==> src/rtl/mem_arbiter.sv <==
// 2:1 arbiter sharing one memory port between instruction fetch and the data (write-buffer) port.
// One request per port is captured; one downstream transaction is in flight at a time.
module mem_arbiter #(
  parameter bit round_robin = 1'b1
) (
  input  logic        rst,
  input  logic        clk,
  input  logic        imem_valid,
  input  logic        imem_fence,
  input  logic [31:0] imem_addr,
  input  logic [31:0] imem_wdata,
  input  logic [3:0]  imem_wstrb,
  output logic [31:0] imem_rdata,
  output logic        imem_ready,
  input  logic        dmem_valid,
  input  logic        dmem_fence,
  input  logic [31:0] dmem_addr,
  input  logic [31:0] dmem_wdata,
  input  logic [3:0]  dmem_wstrb,
  output logic [31:0] dmem_rdata,
  output logic        dmem_ready,
  output logic        mem_valid,
  output logic        mem_fence,
  output logic        mem_instr,
  output logic [31:0] mem_addr,
  output logic [31:0] mem_wdata,
  output logic [3:0]  mem_wstrb,
  input  logic [31:0] mem_rdata,
  input  logic        mem_ready
);

  typedef enum logic [1:0] {IDLE, BUSY_I, BUSY_D} state_t;

  state_t      state;
  logic        pend_i;
  logic        pend_d;
  logic        last_grant;
  logic        i_fence;
  logic [31:0] i_addr;
  logic [31:0] i_wdata;
  logic [3:0]  i_wstrb;
  logic        d_fence;
  logic [31:0] d_addr;
  logic [31:0] d_wdata;
  logic [3:0]  d_wstrb;
  logic        grant_d;

  // last_grant: 1 = data port. On a tie the data port wins unless round robin says it went last.
  always_comb begin
    grant_d = pend_d & (~pend_i | ~round_robin | ~last_grant);
  end

  always_ff @(posedge clk) begin
    if (!rst) begin
      state      <= IDLE;
      pend_i     <= 1'b0;
      pend_d     <= 1'b0;
      last_grant <= 1'b0;
      i_fence    <= 1'b0;
      i_addr     <= '0;
      i_wdata    <= '0;
      i_wstrb    <= '0;
      d_fence    <= 1'b0;
      d_addr     <= '0;
      d_wdata    <= '0;
      d_wstrb    <= '0;
      mem_valid  <= 1'b0;
      mem_fence  <= 1'b0;
      mem_instr  <= 1'b0;
      mem_addr   <= '0;
      mem_wdata  <= '0;
      mem_wstrb  <= '0;
    end else begin
      // A pending port is busy (including its ready cycle), so a held valid never re-captures.
      if (imem_valid && !pend_i) begin
        pend_i  <= 1'b1;
        i_fence <= imem_fence;
        i_addr  <= imem_addr;
        i_wdata <= imem_wdata;
        i_wstrb <= imem_wstrb;
      end
      if (dmem_valid && !pend_d) begin
        pend_d  <= 1'b1;
        d_fence <= dmem_fence;
        d_addr  <= dmem_addr;
        d_wdata <= dmem_wdata;
        d_wstrb <= dmem_wstrb;
      end

      unique case (state)
        IDLE: begin
          if (pend_i || pend_d) begin
            mem_valid  <= 1'b1;
            last_grant <= grant_d;
            if (grant_d) begin
              state     <= BUSY_D;
              mem_instr <= 1'b0;
              mem_fence <= d_fence;
              mem_addr  <= d_addr;
              mem_wdata <= d_wdata;
              mem_wstrb <= d_wstrb;
            end else begin
              state     <= BUSY_I;
              mem_instr <= 1'b1;
              mem_fence <= i_fence;
              mem_addr  <= i_addr;
              mem_wdata <= i_wdata;
              mem_wstrb <= i_wstrb;
            end
          end
        end
        BUSY_I, BUSY_D: begin
          mem_valid <= 1'b0;
          if (mem_ready) begin
            if (state == BUSY_I) pend_i <= 1'b0;
            else                 pend_d <= 1'b0;
            state     <= IDLE;
            mem_fence <= 1'b0;
            mem_instr <= 1'b0;
            mem_addr  <= '0;
            mem_wdata <= '0;
            mem_wstrb <= '0;
          end
        end
        default: state <= IDLE;
      endcase
    end
  end

  // Responses go only to the owner; a fence carries no read data.
  always_comb begin
    imem_ready = mem_ready & (state == BUSY_I);
    dmem_ready = mem_ready & (state == BUSY_D);
    imem_rdata = (state == BUSY_I && !mem_fence) ? mem_rdata : '0;
    dmem_rdata = (state == BUSY_D && !mem_fence) ? mem_rdata : '0;
  end

endmodule

==> config.mk <==
export PLATFORM = sky130hd
export DESIGN_NAME = mem_arbiter
export DESIGN_NICKNAME = d
export VERILOG_FILES = /design/src/rtl/mem_arbiter.sv
export SDC_FILE = /design/constraint.sdc
export NUM_CORES = 1
export LEC_CHECK = 0
export CAP_MARGIN = 15
export CORE_UTILIZATION = 42
export CTS_BUF_LIST = sky130_fd_sc_hd__clkbuf_2 sky130_fd_sc_hd__clkbuf_4 sky130_fd_sc_hd__clkbuf_8
export CTS_CLUSTER_DIAMETER = 80
export DETAILED_ROUTE_END_ITERATION = 8
export PLACE_DENSITY = 0.79
export SLEW_MARGIN = 30
export SYNTH_ARGS = -nofsm -noshare
export SYNTH_HDL_FRONTEND = slang
export SYNTH_SLANG_ARGS = --single-unit
==> constraint.sdc <==
create_clock -name clk -period 1.79 [get_ports clk]
set_input_delay 0.358 -clock clk [delete_from_list [all_inputs] [get_ports clk]]
set_output_delay 0.358 -clock clk [all_outputs]
set_load 0.05 [all_outputs]
==> impl_metrics.yaml, run 1 <==
run_status:
  run_status: "finished, violations left"
  failing_checks: "setup timing"
timing:
  layout_worst_path_cycle_share_pct: 119
  achievable-frequency_ghz: 0.469
  tns_ns: -22.17
  final_hold_viol_count: 0
  final-setup-viol-count: 96
  slew-limit-headroom_pct: 68.8
  min_period_ns: 2.13
  setup_ws_ns: -0.344
  skew_ns: 0.0257
  drv_slew: 0
  rsz0062_at_grt: "yes"
  max_slew.worst_pin.slew_ns: 0.466
routing:
  route.detailed.drc: 0
  drtPass1Iterations: 5
  num_vias: 8153
  routed_wl_um: 30100
  routed_wire_length_per_instance_um: 19.1
  detail_route.vias_per_cell: 5.18
  drtIter0Drc: 399
  final_antenna_net_count: 0
layout:
  area_delta_synth_final_pct: 68.6
  fin_nets: 1462
  register_area_um2: 4290
  num-fill-cells: 1376
  share_of_layout_cells_above_drive_strength_1_pct: 30.1
  n_antenna_cell: 0
  multiInputGateArea_um2: 4410
critical_path:
  timing.critical_path.cells: "inv_4 > ha_4 > nor2b_4 > buf_6 > and2_4 > buf_12"
  critical_path.n_buffers_inverters: 3
  worst_path_max_stage_delay_ns: 0.37
  worstPathMaxFanout: 8
  setup.worst_path.class: "reg -> out"
  setup.worst_path.end_class: "primary output"
  critical_path_arrival_ns: 1.78
  cp-start-kind: "flip-flop"
  cell_type_group_with_the_largest_total_delay_on_the_critical_path: "simple AND/OR/NAND/NOR gates"
  cp.required_ns: 1.43
  critical_path.slowest_cell: "dfxtp_4"
clock_tree:
  clock_buffer_depth: 3
  cts_sinks: 214
  cts-root-buf: "clkbuf_8"
  clock_tree_from_tritoncts: "yes"
  clk_pin_slew_worst_setup_hold_paths_ns: 0.06
  clkLatencyLatePin_ns: 0.52
  htree_num_levels: 2
  cts_buffers: 36
global_route:
  gr-total-overflow: 0
  grt_antenna_before_repair: 0
  grt_pass1_wl_um: 42000
  largest_net_degree_at_the_start_of_global_routing: 40
  via_count_of_the_first_global_routing_pass: 7903
  groute.usage.overall_pct: 26.1
synthesis:
  synth.top_cells.by_area: "dfxtp_1, nand2_1, a21oi_1"
  yosysSeqAreaShare_pct: 50.2
  synth.lib_cells_used.distinct: 27
  syn-instance-count: 950
  number_of_nets_in_the_synthesized_netlist: 1129
  netlist.area_leader.share_pct: 50.2
  asyncSetResetFlopFracSynth_pct: 0
  ys_top_cells_by_count: "nand2_1, dfxtp_1, a21oi_1, mux2i_1, and2_1"
  post_synth.cell_area_avg_um2: 8.97
  synth.ff_latch_count: 214
  post_synth_instance_area_um2: 8530
  yosysTopAreaCell: "dfxtp_1"
  synth_most_common_cell: "nand2_1"
  yosys_warnings: 0
  synth_ff_type: "dfxtp_1"
  synth-edff-count: 0
power_and_ir_drop:
  p_leak_nw: 5.62
  worst_vdd_drop_mv: 0.571
  power_per_cell_area_nw_per_um2: 958
run:
  maxCapViolations: 0
floorplan:
  die_h_um: 144
  io_pins: 312
  placementRows: 51
  floorplan.core_area_um2: 19700
  fp.dieArea_um2: 20900
  chipWidth_um: 144
  initial_utilization_pct: 43.4
placed_design:
  detailed_place_hpwl_um: 18700
  gp_routability_congestion: 0.882
  port_buffers: 311
  post_place_setup_slack_ns: 0.0106
worst_hold_path:
  min-delay-path-class: "in -> reg"
## routing by layer
| layer | GRT usage (%) | part of all wire [%] | routed length, µm | vias up |
|---|---|---|---|---|
| li1 | - | - | - | 3884 |
| met1 | 33.5 | 42 | 12600 | 3930 |
| met2 | 44.3 | 50 | 15000 | 296 |
| met3 | 4.21 | 5.9 | 1770 | 43 |
| met4 | 8.81 | 2.2 | 653 | 0 |
| met5 | 0 | 0 | 0 | - |
## power by group
group | switching (mW) | internal, mW
sequential | 0.192 | 5.06
combinational | 2.05 | 1.77
clock | 1.92 | 2.79
total | 4.16 | 9.61
## registers in the layout, indices dropped and copies added (netlist names), 2 cells and up
register / count
d_addr: 32
d_wdata: 32
d_wstrb: 4
i_addr: 32
i_wdata: 32
i_wstrb: 4
mem_addr: 32
mem_wdata: 32
mem_wstrb: 4
state: 2
## final cells by class
type | count | share of cell area [%]
repair buffers | 372 | 31.4
multi-input cells | 653 | 30.7
flip-flops and latches | 214 | 29.9
clock buffers | 59 | 5.21
well taps | 265 | 2.31
clock inverters | 4 | 0.348
inverters | 6 | 0.226
## metrics by stage
stage,power [mW],std cells,hold slack (ns),utilization [%],instance area (µm²)
floorplan,7.02,950,0.436,-,8530
global placement,8.43,1486,0.440,64.1,12600
detailed placement,8.48,1486,0.447,64.1,12600
CTS,13.4,1560,0.351,70.0,13800
global route,14.3,1573,0.372,73.1,14400
finish,13.8,1573,0.378,73.1,14400
## what timing repair did
action | CTS | global route
setup endpoints to repair | 66 | 136
setup buffers | 7 | 2
endpoints found under the hold margin | 0 | 0
pin swaps | 20 | 28
hold buffers | 0 | 0
cloned | 4 | 14
gates resized for setup | 89 | 64
## cells in the final DEF, fill, tap and decap left out, types with 5 or more instances in the layout
cell | synthesis | final
buf_12 | 0 | 89
and2_4 | 0 | 66
clkdlybuf4s50_1 | 0 | 174
o2bb2ai_1 | 60 | 26
clkbuf_4 | 0 | 10
dfxtp_1 | 214 | 212
clkbuf_16 | 0 | 7
buf_4 | 7 | 91
a21oi_1 | 142 | 142
clkbuf_8 | 0 | 49
buf_6 | 16 | 10
mux2i_1 | 69 | 69
o21ai_0 | 5 | 5
nand2_1 | 276 | 276
o2bb2ai_4 | 0 | 11
o2bb2ai_2 | 10 | 33
## worst min-delay path, stage by stage
cell	delay, ns
clkdlybuf4s50_1	0.39
nand2_1	0.05
a21oi_1	0.05
## final timing paths
check                start  slack (ns)       endpoint  depth (start not counted)
min reg2reg    i_wdata[26]        0.45    i_wdata[26]                          2
max reg2reg       state[1]       -0.08  mem_wdata[10]                          7
max               state[0]       -0.34  dmem_rdata[3]                          6
min          imem_wdata[5]        0.38     i_wdata[5]                          3
## logic make-up after synthesis
kind of cell	after synthesis	synth area share [%]
AND/OR/NAND/NOR	353	17.9
flip-flops	214	50.2
adder cells (fa/ha/maj)	4	0.587
multiplexers	69	8.10
buffers and inverters	85	5.90
AO/OA/AOI/OAI	225	17.3
No activity file was read; power rests on OpenSTA's default activity.
==> inputs of run 2 (changes only) <==
--- a/config.mk
+++ b/config.mk
@@ -10,7 +10,7 @@
 export CTS_BUF_LIST = sky130_fd_sc_hd__clkbuf_2 sky130_fd_sc_hd__clkbuf_4 sky130_fd_sc_hd__clkbuf_8
 export CTS_CLUSTER_DIAMETER = 80
 export DETAILED_ROUTE_END_ITERATION = 8
-export PLACE_DENSITY = 0.79
+export PLACE_DENSITY = 0.87
 export SLEW_MARGIN = 30
 export SYNTH_ARGS = -nofsm -noshare
 export SYNTH_HDL_FRONTEND = slang
==> run 2 against run 1 <==
- the run still ends with setup timing left
- global-route usage is 0.82 points higher
- flip-flop and latch count stayed put
- register-to-register slack better by 0.06 ns
- count of clock-buffer cells in the layout is 5 lower
- wire length is 4.2% higher
- first-iteration DRC count is 19% higher
- maximum frequency is 0.61% higher
- combinational power hardly changed
- clock power is 1% lower
- non-clock buffer count is 7 lower
- power is 0.64% lower
- final area is 2.0% lower
==> impl_metrics.yaml, run 2 (synthesis gave the netlist of run 1 again) <==
run_status:
  run_status: "finished, violations left"
  failing_checks: "setup timing"
routing:
  route.detailed.drc: 0
  num_vias: 8302
  detail_route.vias_per_cell: 5.31
  final_antenna_net_count: 0
  drtIter0Drc: 476
  routed_wl_um: 31300
  routed_wire_length_per_instance_um: 20.1
  drtPass1Iterations: 5
worst_hold_path:
  min-delay-path-class: "in -> reg"
clock_tree:
  clk_pin_slew_worst_setup_hold_paths_ns: 0.07
  htree_num_levels: 2
  clock_buffer_depth: 3
  cts_sinks: 214
  hold_buffers_post_cts: 0
  clock_tree_from_tritoncts: "yes"
  cts_buffers: 36
  clkLatencyLatePin_ns: 0.50
  cts-root-buf: "clkbuf_8"
placed_design:
  detailed_place_hpwl_um: 18800
  port_buffers: 311
  post_place_setup_slack_ns: 0.00921
  gp_routability_congestion: 0.816
global_route:
  grt_pass1_wl_um: 43100
  groute.usage.overall_pct: 26.9
  largest_net_degree_at_the_start_of_global_routing: 47
  gr-total-overflow: 0
  via_count_of_the_first_global_routing_pass: 8135
  grt_antenna_before_repair: 0
floorplan:
  placementRows: 51
  die_h_um: 144
  io_pins: 312
  fp.dieArea_um2: 20900
  chipWidth_um: 144
  floorplan.core_area_um2: 19700
  initial_utilization_pct: 43.4
timing:
  final-setup-viol-count: 79
  drv_slew: 0
  achievable-frequency_ghz: 0.472
  min_period_ns: 2.12
  rsz0062_at_grt: "yes"
  slew-limit-headroom_pct: 72.3
  skew_ns: 0.0135
  tns_ns: -20.41
  final_hold_viol_count: 0
  layout_worst_path_cycle_share_pct: 118
  setup_ws_ns: -0.331
  max_slew.worst_pin.slew_ns: 0.415
power_and_ir_drop:
  power_per_cell_area_nw_per_um2: 971
  worst_vdd_drop_mv: 0.604
  p_leak_nw: 5.54
layout:
  fin_nets: 1455
  share_of_layout_cells_above_drive_strength_1_pct: 28.7
  most-common-layout-cells: "nand2_1, dfxtp_1, clkdlybuf4s50_1, a21oi_1, buf_12"
  layout.cells.most_common: "nand2_1"
  area_delta_synth_final_pct: 65.3
critical_path:
  ff2ff_path_depth: 7
  cp-start-kind: "flip-flop"
  setup.worst_path.end_class: "primary output"
  r2r_setup_slack_ns: -0.02
  endpoint_of_the_most_critical_register_to_register_path: "mem_wdata[3]"
  r2r-start: "state[1]"
  worstPathMaxFanout: 8
  critical_path_arrival_ns: 1.76
  setup.worst_path.class: "reg -> out"
  cp.required_ns: 1.43
  critical_path.endpoint: "imem_rdata[15]"
  crit_start: "state[1]"
run:
  maxCapViolations: 0
-- run 2: changes by cell type in the layout (fill, tap and decap cells not counted), moves of 4 or more --
cell       delta
buf_4         -5
o2bb2ai_1    +13
o2bb2ai_4    -11
clkbuf_8      -4
buf_6         -5
-- run 2: area by class of cell --
type | count | area [µm²]
fill | 1360 | 5560
timing repair buffer | 365 | 4500
sequential | 214 | 4290
multi-input combinational | 653 | 4180
clock buffer | 54 | 687
tap | 265 | 332
clock inverter | 5 | 75.1
inverter | 6 | 30.0
antenna | 1 | 2.50
-- run 2: how the worst min path moves through the flow --
stage,from,endpoint,slack [ns],cells after the start
detailed placement,i_addr[2],i_addr[2],0.45,2
floorplan,i_addr[0],i_addr[0],0.44,2
global placement,d_wstrb[3],d_wstrb[3],0.44,2
finish,dmem_wdata[30],d_wdata[30],0.40,3
CTS,dmem_wdata[30],d_wdata[30],0.36,3
global route,dmem_wdata[14],d_wdata[14],0.39,3
-- run 2: where the power goes --
| part | leakage (nW) | switching, mW | internal, mW |
|---|---|---|---|
| Sequential | 1.75 | 0.182 | 5.06 |
| Combinational | 3.39 | 2.04 | 1.76 |
| Clock | 0.405 | 1.93 | 2.72 |
| Total | 5.54 | 4.15 | 9.54 |
-- run 2: per-layer routing --
metal | global-route usage [%] | wire length [µm]
met5 | 0 | 0
met4 | 11.2 | 806
met3 | 5.20 | 2080
met2 | 46.1 | 15700
met1 | 32.9 | 12800
-- run 2: repair_timing --
item,4_1_cts,5_1_grt
gates cloned,4,14
buffers inserted,7,5
setup endpoints to repair,66,137
gates resized for setup,72,49
pin swaps,16,6
-- run 2: critical path, cell delays in order, from the launching register on --
cell,delay [ns]
dfxtp_4,0.35
inv_4,0.06
ha_4,0.13
inv_4,0.04
nor2_4,0.11
buf_4,0.13
buf_8,0.14
and2_4,0.17
buf_12,0.13
-- run 2: per-stage QoR --
step	instance area (µm²)	cells	hold WS (ns)	power, mW	utilization, %
floorplan	8530	950	0.436	7.02	-
global route	14100	1562	0.386	14.1	71.7
detailed placement	12500	1476	0.446	8.45	63.5
finish	14100	1563	0.396	13.7	71.7
CTS	13600	1545	0.364	13.3	69.0
global placement	12500	1476	0.441	8.38	63.5
